$ cat config.mk
export PLATFORM = sky130hd
export DESIGN_NAME = conv_mac_sequencer
export DESIGN_NICKNAME = d
export VERILOG_FILES = /design/src/rtl/conv_pkg.sv /design/src/rtl/conv_tap_addr_gen.sv /design/src/rtl/conv_mac_sequencer.sv
export SDC_FILE = /design/constraint.sdc
export NUM_CORES = 1
export LEC_CHECK = 0
export ABC_AREA = 1
export CORE_MARGIN = 2
export CORE_UTILIZATION = 48
export DETAILED_ROUTE_END_ITERATION = 8
export GPL_TIMING_DRIVEN = 1
export PLACE_DENSITY = 0.75
export SKIP_CTS_REPAIR_TIMING = 1
export SYNTH_ARGS = -nofsm -noshare
export SYNTH_HDL_FRONTEND = slang
export SYNTH_SLANG_ARGS = --single-unit
$ cat constraint.sdc
create_clock -name clk -period 2.9 [get_ports clk]
set_input_delay 0.58 -clock clk [delete_from_list [all_inputs] [get_ports clk]]
set_output_delay 0.58 -clock clk [all_outputs]
set_load 0.03 [all_outputs]
$ cat src/rtl/conv_pkg.sv
// conv_pkg: shared definitions for the image-convolution sequencer.
//   - ALU opcodes driven on alu_ctrl
//   - sequencer state encoding
//   - number of taps in a 3x3 window
package conv_pkg;

  localparam logic [3:0] ALU_NOP      = 4'b0000;
  localparam logic [3:0] ALU_ADD      = 4'b0001;
  localparam logic [3:0] ALU_SUB      = 4'b0010;
  localparam logic [3:0] ALU_MUL      = 4'b0011;
  localparam logic [3:0] ALU_MOD      = 4'b0100;
  localparam logic [3:0] ALU_PASSATOC = 4'b0101;
  localparam logic [3:0] ALU_PASSBTOC = 4'b0110;
  localparam logic [3:0] ALU_INCAC    = 4'b0111;
  localparam logic [3:0] ALU_DECAC    = 4'b1000;
  localparam logic [3:0] ALU_RESET    = 4'b1001;

  localparam int KTAPS = 9;

  typedef enum logic [3:0] {
    S_IDLE   = 4'd0,
    S_RD_PIX = 4'd1,
    S_RD_KER = 4'd2,
    S_LD_KER = 4'd3,
    S_MUL_EN = 4'd4,
    S_MUL_WT = 4'd5,
    S_ADD_EN = 4'd6,
    S_ADD_WT = 4'd7,
    S_FIN    = 4'd8
  } seq_state_t;

endpackage

$ cat src/rtl/conv_tap_addr_gen.sv
// conv_tap_addr_gen: tap counter and address generator for one 3x3 window.
//   clk, rst_n       clock, async active-low reset
//   clear            latch window/kernel bases and restart at tap (0,0)
//   advance          step to the next tap (c inner, r outer)
//   pix_base         top-left pixel address of the window
//   ker_base         address of kernel coefficient k0
//   last_tap         current tap is (2,2)
//   pix_addr         pix_base + r*IMG_W + c (wraps modulo 2^ADDR_W)
//   ker_addr         ker_base + 3*r + c     (wraps modulo 2^ADDR_W)
module conv_tap_addr_gen #(
  parameter int ADDR_W = 16,
  parameter int IMG_W  = 256
) (
  input  logic              clk,
  input  logic              rst_n,
  input  logic              clear,
  input  logic              advance,
  input  logic [ADDR_W-1:0] pix_base,
  input  logic [ADDR_W-1:0] ker_base,
  output logic              last_tap,
  output logic [ADDR_W-1:0] pix_addr,
  output logic [ADDR_W-1:0] ker_addr
);
  import conv_pkg::*;

  logic [1:0]        r;
  logic [1:0]        c;
  logic [3:0]        tap;
  logic [ADDR_W-1:0] pix_base_q;
  logic [ADDR_W-1:0] ker_base_q;

  always_ff @(posedge clk or negedge rst_n) begin
    if (!rst_n) begin
      r          <= '0;
      c          <= '0;
      tap        <= '0;
      pix_base_q <= '0;
      ker_base_q <= '0;
    end else if (clear) begin
      r          <= '0;
      c          <= '0;
      tap        <= '0;
      pix_base_q <= pix_base;
      ker_base_q <= ker_base;
    end else if (advance) begin
      tap <= last_tap ? 4'd0 : tap + 4'd1;
      if (c == 2'd2) begin
        c <= '0;
        r <= (r == 2'd2) ? 2'd0 : r + 2'd1;
      end else begin
        c <= c + 2'd1;
      end
    end
  end

  assign last_tap = (tap == 4'(KTAPS - 1));

  // Truncating casts give the modulo-2^ADDR_W wrap for free.
  assign pix_addr = pix_base_q + ADDR_W'(int'(r) * IMG_W) + ADDR_W'(c);
  assign ker_addr = ker_base_q + ADDR_W'(3 * int'(r)) + ADDR_W'(c);

endmodule

$ cat src/rtl/conv_mac_sequencer.sv
// conv_mac_sequencer: computes one 3x3 convolution pixel as nine
// multiply-accumulate steps on the shared ALU.
//   clk, rst_n          clock, async active-low reset
//   start, abort        begin a pixel (IDLE only) / cancel back to IDLE
//   pix_base, ker_base  window and kernel base addresses, sampled with start
//   busy, done, result  status, one-cycle done pulse, accumulated sum
//   mem_rd, mem_addr    memory read port (mem_data valid one cycle later)
//   alu_en, alu_ctrl    ALU enable and opcode
//   alu_a, alu_b, alu_c ALU operand buses and result bus
//
// state    | meaning
// ---------+----------------------------------------------------
// IDLE     | waiting for start
// RD_PIX   | read pixel of current tap
// RD_KER   | capture pixel, read kernel coefficient
// LD_KER   | capture kernel coefficient
// MUL_EN   | issue MUL pix*ker
// MUL_WT   | wait ALU_LAT cycles, capture product at the end
// ADD_EN   | issue ADD acc+prod
// ADD_WT   | wait ALU_LAT cycles, capture acc, step tap
// FIN      | present result, pulse done
module conv_mac_sequencer #(
  parameter int ADDR_W  = 16,
  parameter int IMG_W   = 256,
  parameter int ALU_LAT = 2
) (
  input  logic              clk,
  input  logic              rst_n,
  input  logic              start,
  input  logic              abort,
  input  logic [ADDR_W-1:0] pix_base,
  input  logic [ADDR_W-1:0] ker_base,
  output logic              busy,
  output logic              done,
  output logic [31:0]       result,
  output logic              mem_rd,
  output logic [ADDR_W-1:0] mem_addr,
  input  logic [31:0]       mem_data,
  output logic              alu_en,
  output logic [3:0]        alu_ctrl,
  output logic [31:0]       alu_a,
  output logic [31:0]       alu_b,
  input  logic [31:0]       alu_c
);
  import conv_pkg::*;

  localparam int CNT_W = (ALU_LAT > 1) ? $clog2(ALU_LAT) : 1;

  seq_state_t        state;
  seq_state_t        state_nxt;
  logic [CNT_W-1:0]  wait_cnt;
  logic              wait_tc;
  logic [31:0]       acc;
  logic [31:0]       pix_reg;
  logic [31:0]       ker_reg;
  logic [31:0]       prod_reg;
  logic [31:0]       result_q;
  logic [31:0]       alu_a_hold;
  logic [31:0]       alu_b_hold;
  logic              tap_clear;
  logic              tap_advance;
  logic              last_tap;
  logic [ADDR_W-1:0] pix_addr;
  logic [ADDR_W-1:0] ker_addr;

  assign wait_tc     = (wait_cnt == '0);
  assign tap_clear   = (state == S_IDLE) && start && !abort;
  assign tap_advance = (state == S_ADD_WT) && wait_tc && !abort;

  conv_tap_addr_gen #(
    .ADDR_W (ADDR_W),
    .IMG_W  (IMG_W)
  ) u_tap_addr_gen (
    .clk      (clk),
    .rst_n    (rst_n),
    .clear    (tap_clear),
    .advance  (tap_advance),
    .pix_base (pix_base),
    .ker_base (ker_base),
    .last_tap (last_tap),
    .pix_addr (pix_addr),
    .ker_addr (ker_addr)
  );

  always_ff @(posedge clk or negedge rst_n) begin
    if (!rst_n) state <= S_IDLE;
    else        state <= state_nxt;
  end

  always_comb begin
    state_nxt = state;
    if (abort) begin
      state_nxt = S_IDLE;
    end else begin
      case (state)
        S_IDLE:   if (start) state_nxt = S_RD_PIX;
        S_RD_PIX: state_nxt = S_RD_KER;
        S_RD_KER: state_nxt = S_LD_KER;
        S_LD_KER: state_nxt = S_MUL_EN;
        S_MUL_EN: state_nxt = S_MUL_WT;
        S_MUL_WT: if (wait_tc) state_nxt = S_ADD_EN;
        S_ADD_EN: state_nxt = S_ADD_WT;
        S_ADD_WT: if (wait_tc) state_nxt = last_tap ? S_FIN : S_RD_PIX;
        S_FIN:    state_nxt = S_IDLE;
        default:  state_nxt = S_IDLE;
      endcase
    end
  end

  always_comb begin
    busy     = (state != S_IDLE);
    done     = (state == S_FIN) && !abort;
    mem_rd   = 1'b0;
    mem_addr = '0;
    alu_en   = 1'b0;
    alu_ctrl = ALU_NOP;
    alu_a    = alu_a_hold;
    alu_b    = alu_b_hold;
    case (state)
      S_RD_PIX: begin
        mem_rd   = 1'b1;
        mem_addr = pix_addr;
      end
      S_RD_KER: begin
        mem_rd   = 1'b1;
        mem_addr = ker_addr;
      end
      S_MUL_EN: begin
        alu_en   = 1'b1;
        alu_ctrl = ALU_MUL;
        alu_a    = pix_reg;
        alu_b    = ker_reg;
      end
      S_MUL_WT: alu_ctrl = ALU_MUL;
      S_ADD_EN: begin
        alu_en   = 1'b1;
        alu_ctrl = ALU_ADD;
        alu_a    = acc;
        alu_b    = prod_reg;
      end
      S_ADD_WT: alu_ctrl = ALU_ADD;
      default: ;
    endcase
  end

  // Result is shown combinationally during FIN so it is valid with done.
  assign result = (state == S_FIN) ? acc : result_q;

  always_ff @(posedge clk or negedge rst_n) begin
    if (!rst_n) begin
      wait_cnt   <= '0;
      acc        <= '0;
      pix_reg    <= '0;
      ker_reg    <= '0;
      prod_reg   <= '0;
      result_q   <= '0;
      alu_a_hold <= '0;
      alu_b_hold <= '0;
    end else begin
      // Operand buses keep whatever was last presented.
      alu_a_hold <= alu_a;
      alu_b_hold <= alu_b;
      if (!abort) begin
        case (state)
          S_IDLE:   if (start) acc <= '0;
          S_RD_KER: pix_reg <= mem_data;
          S_LD_KER: ker_reg <= mem_data;
          S_MUL_EN: wait_cnt <= CNT_W'(ALU_LAT - 1);
          S_MUL_WT: begin
            if (wait_tc) prod_reg <= alu_c;
            else         wait_cnt <= wait_cnt - 1'b1;
          end
          S_ADD_EN: wait_cnt <= CNT_W'(ALU_LAT - 1);
          S_ADD_WT: begin
            if (wait_tc) acc      <= alu_c;
            else         wait_cnt <= wait_cnt - 1'b1;
          end
          S_FIN:    result_q <= acc;
          default: ;
        endcase
      end
    end
  end

endmodule

### Word-level counts from Yosys, hierarchy flattened

Index checks and enable logic that the tools add are counted.

| storage, ports and cells | value |
|---|---|
| flip-flop bits (word level) | 269 |
| input bits | 100 |
| output and inout port bits | 120 |
| logic and storage cells | 93 |

| cells by class | value |
|---|---|
| $add $sub $neg | 8 |
| $mul | 1 |
| equal/unequal tests | 16 |
| muxes and demuxes | 28 |
| bitwise operators | 2 |
| reductions and logical operators | 24 |

Operators by type and width:

| cell | number |
|---|---|
| $pmux W32 S2 | 3 |
| $mux W32 | 3 |
| $add A16 B2 Y16 | 2 |
| $mux W4 | 8 |
| $pmux W16 S2 | 1 |
| $pmux W4 S8 | 1 |
| $add A16 B10 Y16 | 1 |
| $add A16 B16 Y16 | 1 |
| $eq A4 B3 Y1 const B | 4 |
| $mux W2 | 7 |
| $reduce_or A2 Y1 | 5 |
| $ne A3 B3 Y1 const B | 3 |
| $eq A4 B2 Y1 const B | 2 |
| $eq A4 B4 Y1 const B | 2 |
| $reduce_and A2 Y1 | 4 |
| $reduce_bool A2 Y1 | 4 |
| $reduce_and A3 Y1 | 2 |
| $logic_and A1 B1 Y1 | 5 |
| $add A2 B1 Y2 const B | 2 |
| $add A4 B1 Y4 const B | 1 |
| $eq A2 B2 Y1 const B | 2 |
| $eq A4 B1 Y1 const B | 1 |
| $logic_not A4 Y1 | 1 |
| $mul A2 B2 Y4 const A | 1 |
| other kinds (9) | 13 |

### Longest topological paths before layout

| depth | value |
|---|---|
| depth after elaboration | 5 |
| mapped depth | 15 |
| gate-level depth less buffers | 15 |

### Modules after synthesis

Synthesis repeated with hierarchy kept, for this count alone.

| unflattened totals | value |
|---|---|
| cells, all modules | 1,553 |
| area total of the unflattened synthesis | 12,657.1 µm² |

Modules (own cells, without submodules):

| module | instances | cells an instance | area each (µm²) | seq. area each (µm²) |
|---|---|---|---|---|
| conv_mac_sequencer | 1 | 1,180 | 9,937.0 | 5,730.5 |
| conv_tap_addr_gen | 1 | 373 | 2,720.1 | 1,001.0 |

### Worst setup path before layout

Ideal clock, no wire load.

| timing | value |
|---|---|
| kind | reg2out |
| start | register u_tap_addr_gen.r[0] |
| end | output mem_addr[3] |
| arrival time | 2.697 ns |
| required time | 2.320 ns |
| slack | -0.377 ns |
| cell stages (with the launch flop) | 11 |
| buffers on the path | 0 |
| cells stage by stage | dfrtp_1 -> inv_1 -> ha_1 -> inv_1 -> fa_1 -> inv_1 -> ha_1 -> fa_1 -> nand2_1 -> nand2_1 -> o21ai_0 |

| between the ends | value |
|---|---|
| longest elaborated chain between the ends | 4 |

RTL lines:

| item | line | source |
|---|---|---|
| start: declaration | conv_tap_addr_gen.sv:26 | `logic [1:0] r;` |
| start signal: assignment | conv_tap_addr_gen.sv:49 | `r <= (r == 2'd2) ? 2'd0 : r + 2'd1;` |
| $mul A2 B2 Y4 | conv_tap_addr_gen.sv:60 | `assign ker_addr = ker_base_q + ADDR_W'(3 * int'(r)) + ADDR_W'(c);` |
| $add A16 B16 Y16 | conv_tap_addr_gen.sv:60 |  |
| $add A16 B2 Y16 | conv_tap_addr_gen.sv:60 |  |
| $pmux W16 S2 | conv_mac_sequencer.sv:119 | `case (state)` |
| end: declaration | conv_mac_sequencer.sv:37 | `output logic [ADDR_W-1:0] mem_addr,` |

No other way between the ends.

### Worst setup path in the final report

| timing | value |
|---|---|
| start | register u_tap_addr_gen.r[0] |
| end | output mem_addr[5] |

The elaborated chain is that of the path after synthesis.

==> metrics.csv <==
stage,metric,value,unit
layout,postLayoutCellArea,16300,um^2
floorplan,fp.dieW,164,um
synthesis,yosys-top-cells-area,"dfrtp_1 (55%), nand2_1 (14%), o21ai_0 (7.8%)",
status,violations,setup timing,
synthesis,synth_common_cells,"nand2_1 (467), dfrtp_1 (269), o21ai_0 (191), inv_1 (123), nand3_1 (117)",
synthesis,synth-edff-count,0,
clocking,ctsHtreeMaxLevel,1,
sta,skew,8.79,ps
setup_path,critPathLaunchType,flip-flop,
synthesis,synth-main-ff-cell,dfrtp_1,
place,dp.cells,1925,
detailed_routing,first_pass_iters,5,
global_routing,grt-busiest-layer,met2,
place,hpwlAfterDp,23.0,mm
synthesis,synth_cell_types,39,
clocking,cts.clk_slew.worst_paths,60,ps
synthesis,synth_seq_cells,269,
layout,layout.cells.non_filler,1987,
detailed_routing,vias_per_cell,5.21,
layout,antenna_cells,0,
min_path,hold-path-cell-count,2,
synthesis,yosys.area.top_type,dfrtp_1,
clocking,cts_sinks,269,
floorplan,ios,220,
synthesis,ys_seq_area_share,54.9,%
setup_path,worstSetupEndpointType,output pin,
global_routing,grt-ovfl-total,0,
setup_path,crit_arrival,3070,ps
floorplan,die_height,164,um
detailed_routing,drtAntennaViolNets,0,
place,placed_cell_area,14800,um^2
sta,max_freq,274,MHz
synthesis,yosysMostFrequentCell,nand2_1,
sta,max_slew_margin,60.8,%
min_path,hold_path_class,flip-flop to flip-flop,
place,preCtsSetupSlack,-223,ps
layout,fillers,2059,
sta,setup_tns,-8400,ps
synthesis,syn-instance-count,1406,
layout,syn_to_final_growth,33.1,%
layout,layout-drive-gt1-share,18.0,%
floorplan,start_util,48.8,%
synthesis,async_flop_share,100,%
setup_path,cp.required,2320,ps
synthesis,avgSynthCellArea,8.72,um^2
setup_path,reg2reg_from,state[2]$_DFFE_PN0P_,
floorplan,core,25100,um^2
detailed_routing,vias,10400,
clocking,cts_tree,built,
floorplan,die_area,26800,um^2
setup_path,crit_fanout,4,
status,status,finished with violations,
global_routing,antenna_found_initial,0,
sta,finalMaxSlewViolations,0,
global_routing,grtUsageMet2,41.0,%
layout,final_nets,1756,
setup_path,criticalPathCategory,flip-flop to output pin,
power,p_leak,8.22,nW
place,place_congestion,0.894,
sta,hold_viol_final,0,
floorplan,num_rows,58,
sta,worst_slack,-749,ps
sta,period_share,126,%
power,peakVddDrop,531,uV
setup_path,r2r_cells,8,
clocking,cts_max_path_buffers,3,
detailed_routing,routedWlPerCell,17.0,um
clocking,cts_root_buf,clkbuf_16,
place,io_buffers,217,
global_routing,grt_pass1_vias,10200,
sta,tightest_slew,582,ps
global_routing,grt.total_usage,25.2,%
synthesis,yosysWarningCount,0,
detailed_routing,drc,0,
clocking,cts_buffers,29,
global_routing,grt_pass1_wl,53.6,mm
global_routing,grtUsageMet3,4.09,%
min_path,min_from,ker_reg[0]$_DFFE_PN0P_,
run,maxCapViolCount,0,
power,cellPowerDensity,703,nW/um^2
global_routing,grt_max_degree,67,
sta,report.final.setup_viol,15,
sta,fin_crit,3650,ps
power,total_power,11.5,mW
detailed_routing,wirelength,33.7,mm
min_path,holdPathEnd,ker_reg[0]$_DFFE_PN0P_,
synthesis,synth_area,12300,um^2
global_routing,use_met1,35.4,%
clocking,clock_latency,550,ps
setup_path,ff2ff_setup_slack,770,ps
sta,rsz0062_at_grt,yes,
detailed_routing,drtIter0Drc,874,
setup_path,r2r_end,acc[16]$_DFFE_PN0P_,
synthesis,synthDominantCellAreaShare,54.9,%
## layout make-up
cell class | count | area (um^2) | area share (%)
clock inverters | 14 | 245 | 1.50
flip-flops and latches | 269 | 6730 | 41.3
inverters | 129 | 490 | 3.01
multi-input cells | 941 | 4920 | 30.2
well taps | 330 | 413 | 2.53
repair buffers | 266 | 2690 | 16.5
clock buffers | 38 | 820 | 5.02
## kinds of logic after synthesis
| logic type | Yosys count | share of synthesized area (%) |
|---|---|---|
| compound gates | 240 | 10.6 |
| xor+xnor | 4 | 0.286 |
| fa+ha+maj | 20 | 2.29 |
| buf+inv | 197 | 6.78 |
| flops | 269 | 54.9 |
| mux | 32 | 3.37 |
| other cells | 1 | 0.0306 |
| simple gates | 643 | 21.7 |
## power by group
part | internal, mW | switching (mW) | total, mW
logic | 1.10 | 1.57 | 2.67
clock network | 2.53 | 1.52 | 4.05
registers | 4.39 | 0.361 | 4.75
## critical path, cell delays in order, from the launching register on
cell	delay [ps]
dfrtp_1	360
inv_2	60
ha_4	260
inv_2	30
fa_1	480
inv_2	40
ha_4	150
fa_2	350
nand2_2	80
nand3_2	80
nand2_2	110
nor2_2	70
nand3b_1	200
o21ai_4	90
buf_6	150
## how the worst max path moves through the flow
stage / from / end / slack, ps
2_1_floorplan: u_tap_addr_gen.r[0]$_DFFE_PN0P_ / mem_addr[11] / -70
3_3_place_gp: u_tap_addr_gen.r[0]$_DFFE_PN0P_ / mem_addr[11] / -190
3_5_place_dp: u_tap_addr_gen.r[0]$_DFFE_PN0P_ / mem_addr[9] / -220
4_1_cts: u_tap_addr_gen.r[0]$_DFFE_PN0P_ / mem_addr[5] / -810
5_1_grt: u_tap_addr_gen.r[1]$_DFFE_PN0P_ / mem_addr[5] / -870
6_report: u_tap_addr_gen.r[0]$_DFFE_PN0P_ / mem_addr[5] / -750
## layer usage
metal	wire length, um	share of wire (%)
met5	0	0
met2	15800	47
met1	15100	45
met3	2010	5.9
met4	729	2.2
## cell usage in the layout, fill, tap and decap left out, drive strengths merged, types with 2 or more instances in the layout
| master | count |
|---|---|
| a21oi | 4 |
| fa | 4 |
| buf | 140 |
| o21ai | 197 |
| nand2 | 472 |
| clkinvlp | 2 |
| ha | 16 |
| nand3 | 120 |
| conb | 2 |
| dlymetal6s2s | 16 |
| o211ai | 32 |
| mux2 | 32 |
| nor2 | 39 |
| dfrtp | 269 |
| clkinv | 6 |
| clkbuf | 44 |
| bufinv | 6 |
| o21bai | 3 |
| nand4 | 5 |
| nand3b | 5 |
| xor2 | 3 |
| clkdlybuf4s50 | 103 |
| inv | 129 |
## metrics by stage
stage,hold slack (ps),utilization (%)
after floorplan,284,-
after global placement,467,59.1
after detailed placement,473,59.1
after CTS,-47.8,63.3
after global routing,512,65.0
final,484,65.0
No activity file was read; power rests on OpenSTA's default activity.
